===== config.mk =====
export PLATFORM = sky130hd
export DESIGN_NAME = rx_frame_decoder_flat
export DESIGN_NICKNAME = d
export VERILOG_FILES = /design/src/rtl/rx_frame_decoder_if.sv /design/src/rtl/rx_frame_decoder.sv /design/src/flat_wrapper.sv
export SDC_FILE = /design/constraint.sdc
export NUM_CORES = 1
export LEC_CHECK = 0
export ABC_CLOCK_PERIOD_IN_PS = 1500
export BUFFER_PORTS_ARGS = -buffer_cell sky130_fd_sc_hd__buf_4
export CAP_MARGIN = 40
export CORE_AREA = 3 3 72 102
export CTS_CLUSTER_DIAMETER = 150
export DETAILED_ROUTE_END_ITERATION = 10
export DIE_AREA = 0 0 75 105
export PLACE_DENSITY_LB_ADDON = 0.15
export SYNTH_ARGS = -nofsm -noshare
export SYNTH_HDL_FRONTEND = slang
export SYNTH_SLANG_ARGS = --single-unit

===== constraint.sdc =====
create_clock -name CLK -period 1.5 [get_ports CLK]
set_input_delay 0 -clock CLK [delete_from_list [all_inputs] [get_ports CLK]]
set_output_delay 0 -clock CLK [all_outputs]
set_load 0.01 [all_outputs]

===== src/rtl/rx_frame_decoder_if.sv =====
// Bundles the byte stream, register-file port and TX handshake of rx_frame_decoder.
// The decoder uses the master modport; its environment uses slave.
interface rx_frame_decoder_if #(
  parameter int DATA_WIDTH = 8,
  parameter int ADDR_WIDTH = 4
);
  logic [DATA_WIDTH-1:0] rx_data;
  logic                  rx_valid;
  logic [ADDR_WIDTH-1:0] reg_addr;
  logic [DATA_WIDTH-1:0] reg_wr_data;
  logic                  reg_wr_en;
  logic                  reg_rd_en;
  logic [DATA_WIDTH-1:0] reg_rd_data;
  logic                  reg_rd_valid;
  logic [DATA_WIDTH-1:0] tx_data;
  logic                  tx_valid;
  logic                  tx_ready;
  logic                  frame_err;
  logic                  busy;

  modport master (
    input  rx_data, rx_valid, reg_rd_data, reg_rd_valid, tx_ready,
    output reg_addr, reg_wr_data, reg_wr_en, reg_rd_en, tx_data, tx_valid,
           frame_err, busy
  );

  modport slave (
    output rx_data, rx_valid, reg_rd_data, reg_rd_valid, tx_ready,
    input  reg_addr, reg_wr_data, reg_wr_en, reg_rd_en, tx_data, tx_valid,
           frame_err, busy
  );
endinterface


===== src/rtl/rx_frame_decoder.sv =====
// Assembles 0xAA/0xBB command frames from the RX byte stream into register writes
// and reads; read data is returned over the TX valid/ready handshake.
module rx_frame_decoder #(
  parameter int DATA_WIDTH = 8,
  parameter int ADDR_WIDTH = 4,
  parameter int TIMEOUT    = 65535
) (
  input logic            CLK,
  input logic            RST,
  rx_frame_decoder_if.master bus
);
  localparam int CNT_W = $clog2(TIMEOUT + 1);
  localparam logic [DATA_WIDTH-1:0] CMD_WR = DATA_WIDTH'(8'hAA);
  localparam logic [DATA_WIDTH-1:0] CMD_RD = DATA_WIDTH'(8'hBB);
  localparam logic [CNT_W-1:0]      CNT_LAST = CNT_W'(TIMEOUT - 1);

  typedef enum logic [2:0] {IDLE, WR_ADDR, WR_DATA, RD_ADDR, RD_WAIT, RD_SEND} state_e;

  state_e                state_q, state_d;
  logic [CNT_W-1:0]      cnt_q, cnt_d;
  logic [ADDR_WIDTH-1:0] addr_q, addr_d;
  logic [DATA_WIDTH-1:0] wdata_q, wdata_d;
  logic [DATA_WIDTH-1:0] txd_q, txd_d;
  logic                  wr_en_q, wr_en_d;
  logic                  rd_en_q, rd_en_d;
  logic                  txv_q, txv_d;
  logic                  err_q, err_d;
  logic                  addr_ok, timed, expire;

  assign addr_ok = (bus.rx_data >> ADDR_WIDTH) == '0;
  assign timed   = (state_q == WR_ADDR) || (state_q == WR_DATA) || (state_q == RD_ADDR);
  // The counter includes the strobe cycle itself, so it holds k in the k-th cycle
  // after a byte; silence expires the frame when it would step to TIMEOUT.
  assign expire  = timed && !bus.rx_valid && (cnt_q == CNT_LAST);

  always_comb begin
    state_d = state_q;
    cnt_d   = '0;
    addr_d  = addr_q;
    wdata_d = wdata_q;
    txd_d   = txd_q;
    wr_en_d = 1'b0;
    rd_en_d = 1'b0;
    err_d   = 1'b0;
    if (expire) begin
      err_d   = 1'b1;
      state_d = IDLE;
    end else if (timed && !bus.rx_valid) begin
      cnt_d = cnt_q + CNT_W'(1);
    end
    case (state_q)
      IDLE: if (bus.rx_valid) begin
        if (bus.rx_data == CMD_WR) begin
          state_d = WR_ADDR;
          cnt_d   = CNT_W'(1);
        end else if (bus.rx_data == CMD_RD) begin
          state_d = RD_ADDR;
          cnt_d   = CNT_W'(1);
        end else begin
          err_d = 1'b1;
        end
      end
      WR_ADDR, RD_ADDR: if (bus.rx_valid) begin
        if (!addr_ok) begin
          err_d   = 1'b1;
          state_d = IDLE;
        end else if (state_q == WR_ADDR) begin
          addr_d  = bus.rx_data[ADDR_WIDTH-1:0];
          state_d = WR_DATA;
          cnt_d   = CNT_W'(1);
        end else begin
          addr_d  = bus.rx_data[ADDR_WIDTH-1:0];
          rd_en_d = 1'b1;
          state_d = RD_WAIT;
        end
      end
      WR_DATA: if (bus.rx_valid) begin
        wdata_d = bus.rx_data;
        wr_en_d = 1'b1;
        state_d = IDLE;
      end
      RD_WAIT: begin
        err_d = bus.rx_valid;
        if (bus.reg_rd_valid) begin
          txd_d   = bus.reg_rd_data;
          state_d = RD_SEND;
        end
      end
      RD_SEND: begin
        err_d = bus.rx_valid;
        if (txv_q && bus.tx_ready) state_d = IDLE;
      end
      default: state_d = IDLE;
    endcase
    txv_d = (state_d == RD_SEND);
  end

  always_ff @(posedge CLK or negedge RST) begin
    if (!RST) begin
      state_q <= IDLE;
      cnt_q   <= '0;
      addr_q  <= '0;
      wdata_q <= '0;
      txd_q   <= '0;
      wr_en_q <= 1'b0;
      rd_en_q <= 1'b0;
      txv_q   <= 1'b0;
      err_q   <= 1'b0;
    end else begin
      state_q <= state_d;
      cnt_q   <= cnt_d;
      addr_q  <= addr_d;
      wdata_q <= wdata_d;
      txd_q   <= txd_d;
      wr_en_q <= wr_en_d;
      rd_en_q <= rd_en_d;
      txv_q   <= txv_d;
      err_q   <= err_d;
    end
  end

  assign bus.reg_addr    = addr_q;
  assign bus.reg_wr_data = wdata_q;
  assign bus.reg_wr_en   = wr_en_q;
  assign bus.reg_rd_en   = rd_en_q;
  assign bus.tx_data     = txd_q;
  assign bus.tx_valid    = txv_q;
  assign bus.frame_err   = err_q;
  assign bus.busy        = (state_q != IDLE);
endmodule


===== src/flat_wrapper.sv =====
// flat-port wrapper written by rule: the top's interface ports become plain ports
module rx_frame_decoder_flat 
#(
  parameter int DATA_WIDTH = 8,
  parameter int ADDR_WIDTH = 4,
  parameter int TIMEOUT    = 65535
)
  (CLK, RST, bus_rx_data, bus_rx_valid, bus_reg_rd_data, bus_reg_rd_valid, bus_tx_ready, bus_reg_addr, bus_reg_wr_data, bus_reg_wr_en, bus_reg_rd_en, bus_tx_data, bus_tx_valid, bus_frame_err, bus_busy);
  rx_frame_decoder_if #(.DATA_WIDTH(DATA_WIDTH), .ADDR_WIDTH(ADDR_WIDTH)) bus_i ();
  input logic CLK;
  input logic RST;
  input wire logic [$bits(bus_i.rx_data)-1:0] bus_rx_data;
  input wire logic [$bits(bus_i.rx_valid)-1:0] bus_rx_valid;
  input wire logic [$bits(bus_i.reg_rd_data)-1:0] bus_reg_rd_data;
  input wire logic [$bits(bus_i.reg_rd_valid)-1:0] bus_reg_rd_valid;
  input wire logic [$bits(bus_i.tx_ready)-1:0] bus_tx_ready;
  output wire logic [$bits(bus_i.reg_addr)-1:0] bus_reg_addr;
  output wire logic [$bits(bus_i.reg_wr_data)-1:0] bus_reg_wr_data;
  output wire logic [$bits(bus_i.reg_wr_en)-1:0] bus_reg_wr_en;
  output wire logic [$bits(bus_i.reg_rd_en)-1:0] bus_reg_rd_en;
  output wire logic [$bits(bus_i.tx_data)-1:0] bus_tx_data;
  output wire logic [$bits(bus_i.tx_valid)-1:0] bus_tx_valid;
  output wire logic [$bits(bus_i.frame_err)-1:0] bus_frame_err;
  output wire logic [$bits(bus_i.busy)-1:0] bus_busy;
  assign bus_i.rx_data = bus_rx_data;
  assign bus_i.rx_valid = bus_rx_valid;
  assign bus_i.reg_rd_data = bus_reg_rd_data;
  assign bus_i.reg_rd_valid = bus_reg_rd_valid;
  assign bus_i.tx_ready = bus_tx_ready;
  assign bus_reg_addr = bus_i.reg_addr;
  assign bus_reg_wr_data = bus_i.reg_wr_data;
  assign bus_reg_wr_en = bus_i.reg_wr_en;
  assign bus_reg_rd_en = bus_i.reg_rd_en;
  assign bus_tx_data = bus_i.tx_data;
  assign bus_tx_valid = bus_i.tx_valid;
  assign bus_frame_err = bus_i.frame_err;
  assign bus_busy = bus_i.busy;
  rx_frame_decoder #(.DATA_WIDTH(DATA_WIDTH), .ADDR_WIDTH(ADDR_WIDTH), .TIMEOUT(TIMEOUT)) u_core (.CLK(CLK), .RST(RST), .bus(bus_i));
endmodule

* Yosys cells after proc, flatten, opt, wreduce, memory -nomap -nowiden
Cells that the tools add are included.
Storage, ports and cells: output and inout port bits 25, bits of input ports 21, flip-flop bits (word level) 43, logic and storage cells 66
Operators by class: multiplexer cells 33, reductions and logical operators 14, add/subtract/negate cells 1, equality and inequality tests 9
Operators by type and width (count):
- two-way mux 16 bit | 8
- one-hot mux 16 bit (2 select lines) | 1
- two-way mux 3 bit | 10
- adder 16 x 1 -> 16 bit, second input constant | 1
- equality test 16 bit, second input constant | 1
- equality test 8 bit, second input constant | 2
- one-hot mux 3 bit (5 select lines) | 1
- two-way mux 1 bit | 12
- equality test 3 bit, second input constant | 3
- zero test 8 bit | 1
- equality test 3 x 2 -> 1 bit, second input constant | 2
- AND reduction 2 bit | 2
- OR reduction 2 bit | 2
- equality test 3 x 1 -> 1 bit, second input constant | 1
- logical AND 1 bit | 3
- zero test 3 bit | 1
- one-hot mux 1 bit (3 select lines) | 1
- AND reduction 3 bit | 1
- nonzero test 3 bit | 1
- logical OR 1 bit | 2
- zero test 1 bit | 1

* Depth between registers and ports, before layout
depth in word-level cells 11, mapped depth 7, depth with buffers taken out 6

* Least setup slack after synthesis
Ideal clock, no wire load.
path type register -> register, start point register u_core.cnt_q[0], end point register u_core.cnt_q[6], stages on the path, launching flop included 8, arrival 1.523 ns, library setup time 0.119 ns, clock period less this slack 1.642 ns, data required time 1.381 ns, buffers on the path 1, setup slack -0.142 ns, cells stage by stage dfrtp_1 > inv_1 > ha_1 > nand4_1 > or4_4 > nand2_4 > buf_12 > nor2_2
On the way: word-level cells in the longest chain between the ends 7, elaborated cells between the ends (all ways) 12, classes of those cells 1 x add/sub; 1 x eq/ne; 9 x mux; 1 x reduce/logical
RTL lines:
- start, declared | RTL line rx_frame_decoder.sv:20 | logic [CNT_W-1:0] cnt_q, cnt_d;
- start signal, assigned | RTL line rx_frame_decoder.sv:111 | cnt_q <= cnt_d;
- adder 16 x 1 -> 16 bit or equality test 16 bit (tied branches) | RTL line rx_frame_decoder.sv:49, rx_frame_decoder.sv:34
- two-way mux 16 bit or logical AND 1 bit (tied branches) | RTL line rx_frame_decoder.sv:48, rx_frame_decoder.sv:34
- two-way mux 16 bit (*) | RTL line rx_frame_decoder.sv:45 | if (expire) begin
- two-way mux 16 bit, on equally long branches | RTL line rx_frame_decoder.sv:67, rx_frame_decoder.sv:56
- two-way mux 16 bit, on equally long branches | RTL line rx_frame_decoder.sv:64, rx_frame_decoder.sv:53
- two-way mux 16 bit, on equally long branches | RTL line rx_frame_decoder.sv:63, rx_frame_decoder.sv:52
- one-hot mux 16 bit (2 select lines) (*) | RTL line rx_frame_decoder.sv:51 | case (state_q)
- named net u_core.cnt_d[6] | RTL line rx_frame_decoder.sv:20
Mark *: on every way through the listed nets, which the timed path passes. The rest lies on a longest branch. A chain may end at the register's enable or synchronous reset.

* Final worst setup path
start point register u_core.cnt_q[0], end point register u_core.cnt_q[2]
Same word-level chain as after synthesis.

==> out/results.txt <==
outcome: finished, violations left
failing checks: setup timing
Total Power: 3.65 mW
Max Cap Viol: 0
crit path kind: reg -> reg
register area: 0.00108 sq mm
most common cell after layout, fill and taps aside: buf_4
Final Setup Violations: 18
slowest stage delay, CP: 0.46 ns
fillers: 610
sw power: 1.04 mW
RSZ-0062 raised after global routing: yes
worst-skew pair later-pin latency: 0.30 ns
initial antenna violation count: 0
final routed DRC violation total: 0
critical path's slowest cell: or4_4
Synth top area share: 0.556
VDD IR-drop max: 0.000775 V
clock share of power: 0.266
commonest register cell after synthesis: dfrtp_1
diode count: 0
Die ar.: 0.00788 sq mm
Core Region: 0.00653 sq mm
DRT iter0 DRCs: 52
share of cells above drive strength 1: 0.500
Slew HR: 0.624
Post-Syn Nets: 181
area delta synth->final: 54.7%
switching part of the total power: 0.285
vias per cell: 4.57
critical path cell sequence: inv_1 > ha_1 > nand4_1 > or4_4 > nand2_4 > buf_12 > nor2_1
grt ovf: 0
setup TNS: -1.21 ns
CTS max path bufs: 2
largest net degree at the start of global routing: 44
CTS root buffer: clkbuf_8
Slew @ Worst Pin: 0.564 ns
RePlAce Congestion: 0.738
Cells after Synth: 158
Max Slew Vio Count: 0
FMAX: 633 MHz
synth warn: 0
drt pass-1 iters: 3
main area contributors after synthesis: dfrtp_1 (56%), mux2_2 (12%), xnor2_1 (6.3%), nor2_2 (3.2%), nor4_1 (2.3%)
Via Count: 1,534
WP buf/inv: 2
DP Area: 0.00262 sq mm
Final Instance Area: 0.00300 sq mm
clock tree from TritonCTS: done
die height: 105 um
WHS Path Cells: 3
distinct cell type count after synthesis: 36
final core occ: 0.459
crit-path max FO: 10
EDFF count, synth: 0
PortBufs: 45
leakage power total: 1.38 nW
register area share after synthesis: 0.556
Multi-input gate area: 855 sq um
initial core utilization: 0.297
clk_skew: 0.0120 ns
H-tree depth: 2
clock transition at the registers of the reported paths: 0.09 ns
commonest non-fill, non-tap cells in the layout: buf_4 (78), dfrtp_1 (41), mux2_2 (20), dlygate4sd3_1 (18), xnor2_1 (14)
worst r2r src: u_core.cnt_q[0]
cell internal pwr: 2.61 mW
GRT Total Usage: 0.128
HP Start: bus_tx_ready
Final Critical Period: 1.58 ns
IO Count: 46
hpwl dp: 3.32 mm
syn_area_per_cell: 12.3 sq um
R2R Path End: u_core.cnt_q[2]
PnR worst setup slack: -0.0810 ns
CTS Buf Count: 5
Routed Antenna Nets: 0
Worst Path Arrival: 1.78 ns
Critical Path Start Type: flip-flop
endpoints failing hold: 0
Post-Syn Area: 0.00194 sq mm
asr flop ratio synth: 1.00
worst hold path type: in -> reg
Reg2Reg Setup Slack: -0.08 ns
Synth Register Bits: 43
sequential share of power: 0.417
power share of the combinational group: 0.317
Core Rows: 35
vias in the first global route: 1,655
CP endpoint kind: flip-flop
Cell Pwr Density: 1220 mW/mm^2
Synth area leader: dfrtp_1
Tcrit/Tclk final: 1.05
# nets final: 284
Hold Path Sink: u_core.bus.tx_valid
first-pass GRT wire length: 7.73 mm
CP top delay family: simple AND/OR/NAND/NOR gates
Die Wd: 75 um
drt wl/cell: 13.9 um
R2R cell count: 7
Crit path required time: 1.70 ns
drt total wl: 4.68 mm
CTS Sinks: 43
## metrics by stage
stage	instances	setup slack (ns)	hold slack, ns
3_5_place_dp	307	-0.100	0.0400
3_3_place_gp	307	-0.0637	0.0430
2_1_floorplan	158	-0.0471	-0.296
4_1_cts	335	-0.0957	0.0392
5_1_grt	336	-0.184	0.0702
6_report	336	-0.0810	0.0466
## cells by family (layout without fill, tap and decap cells)
logic type               Yosys count  in the layout  share of synthesized area
AND/OR/NAND/NOR                   57             57                      0.176
flip-flops                        43             43                      0.556
multiplexers                      20             20                      0.116
XOR/XNOR                          15             15                     0.0678
AO/OA/AOI/OAI                     12             12                     0.0446
buffers and inverters              9            113                     0.0271
adder cells (fa/ha/maj)            2              2                     0.0129
## state kept, by name, summed over array words and instances, names as in the netlist
signal,cells
u_core.bus.frame_err,1
u_core.bus.reg_addr,4
u_core.bus.reg_rd_en,1
u_core.bus.reg_wr_data,8
u_core.bus.reg_wr_en,1
u_core.bus.tx_data,8
u_core.bus.tx_valid,1
u_core.cnt_q,16
u_core.state_q,3
## cells in the mapped netlist (2+ instances only)
cell,count
nand2_1,3
nand4_1,4
nand3_1,6
o21ai_1,2
mux2_2,20
xnor2_1,14
nor2_1,11
nor4_1,7
ha_1,2
nor3_1,3
inv_1,6
nor2_2,10
dfrtp_1,43
and3_1,4
buf_2,2
## how the worst max path moves through the flow
stage | start | endpoint | slack (ns) | cells after the start
6_report | u_core.cnt_q[0] | u_core.cnt_q[2] | -0.08 | 7
5_1_grt | u_core.cnt_q[0] | u_core.cnt_q[15] | -0.18 | 7
3_3_place_gp | u_core.cnt_q[0] | u_core.cnt_q[4] | -0.06 | 7
4_1_cts | u_core.cnt_q[0] | u_core.cnt_q[2] | -0.1 | 7
3_5_place_dp | u_core.cnt_q[0] | u_core.cnt_q[15] | -0.10 | 7
2_1_floorplan | u_core.cnt_q[6] | u_core.cnt_q[7] | -0.05 | 5
## timing repair
action	in CTS	in global routing
hold buffers	18	0
buffers inserted	2	1
hold endpoints to repair	64	0
pin swaps	1	3
resized for setup	3	7
setup endpoints to repair	23	37
## worst register-to-register path, delay by kind of cell, from the launching register on
kind                     cells  cell delay (ns)
AND/OR/NAND/NOR              4             0.75
flip-flops                   1             0.40
buffers and inverters        2             0.21
adder cells (fa/ha/maj)      1             0.14
## final cells by class
| cell class | count | share of cell area |
|---|---|---|
| clock buffer | 6 | 0.0276 |
| clock inverter | 2 | 0.0129 |
| inverter | 6 | 0.00752 |
| multi-input combinational | 106 | 0.285 |
| sequential | 43 | 0.360 |
| tap | 74 | 0.0309 |
| timing repair buffer | 99 | 0.276 |
## routing by layer
metal / track usage / vias up / routed length, um
li1: - / 761 / -
met1: 0.148 / 737 / 1890
met2: 0.223 / 30 / 2520
met3: 0.0308 / 6 / 204
met4: 0.0420 / 0 / 70
met5: 0 / - / 0
## power groups by stage
stage	Sequential (mW)	Combinational, mW	Clock [mW]
floorplan	1.62	0.405	0
global placement	1.53	1.10	0
detailed placement	1.54	1.11	0
CTS	1.52	1.16	1.01
global route	1.56	1.26	1.06
finish	1.52	1.16	0.969
Power figures use the tool's default switching activity.
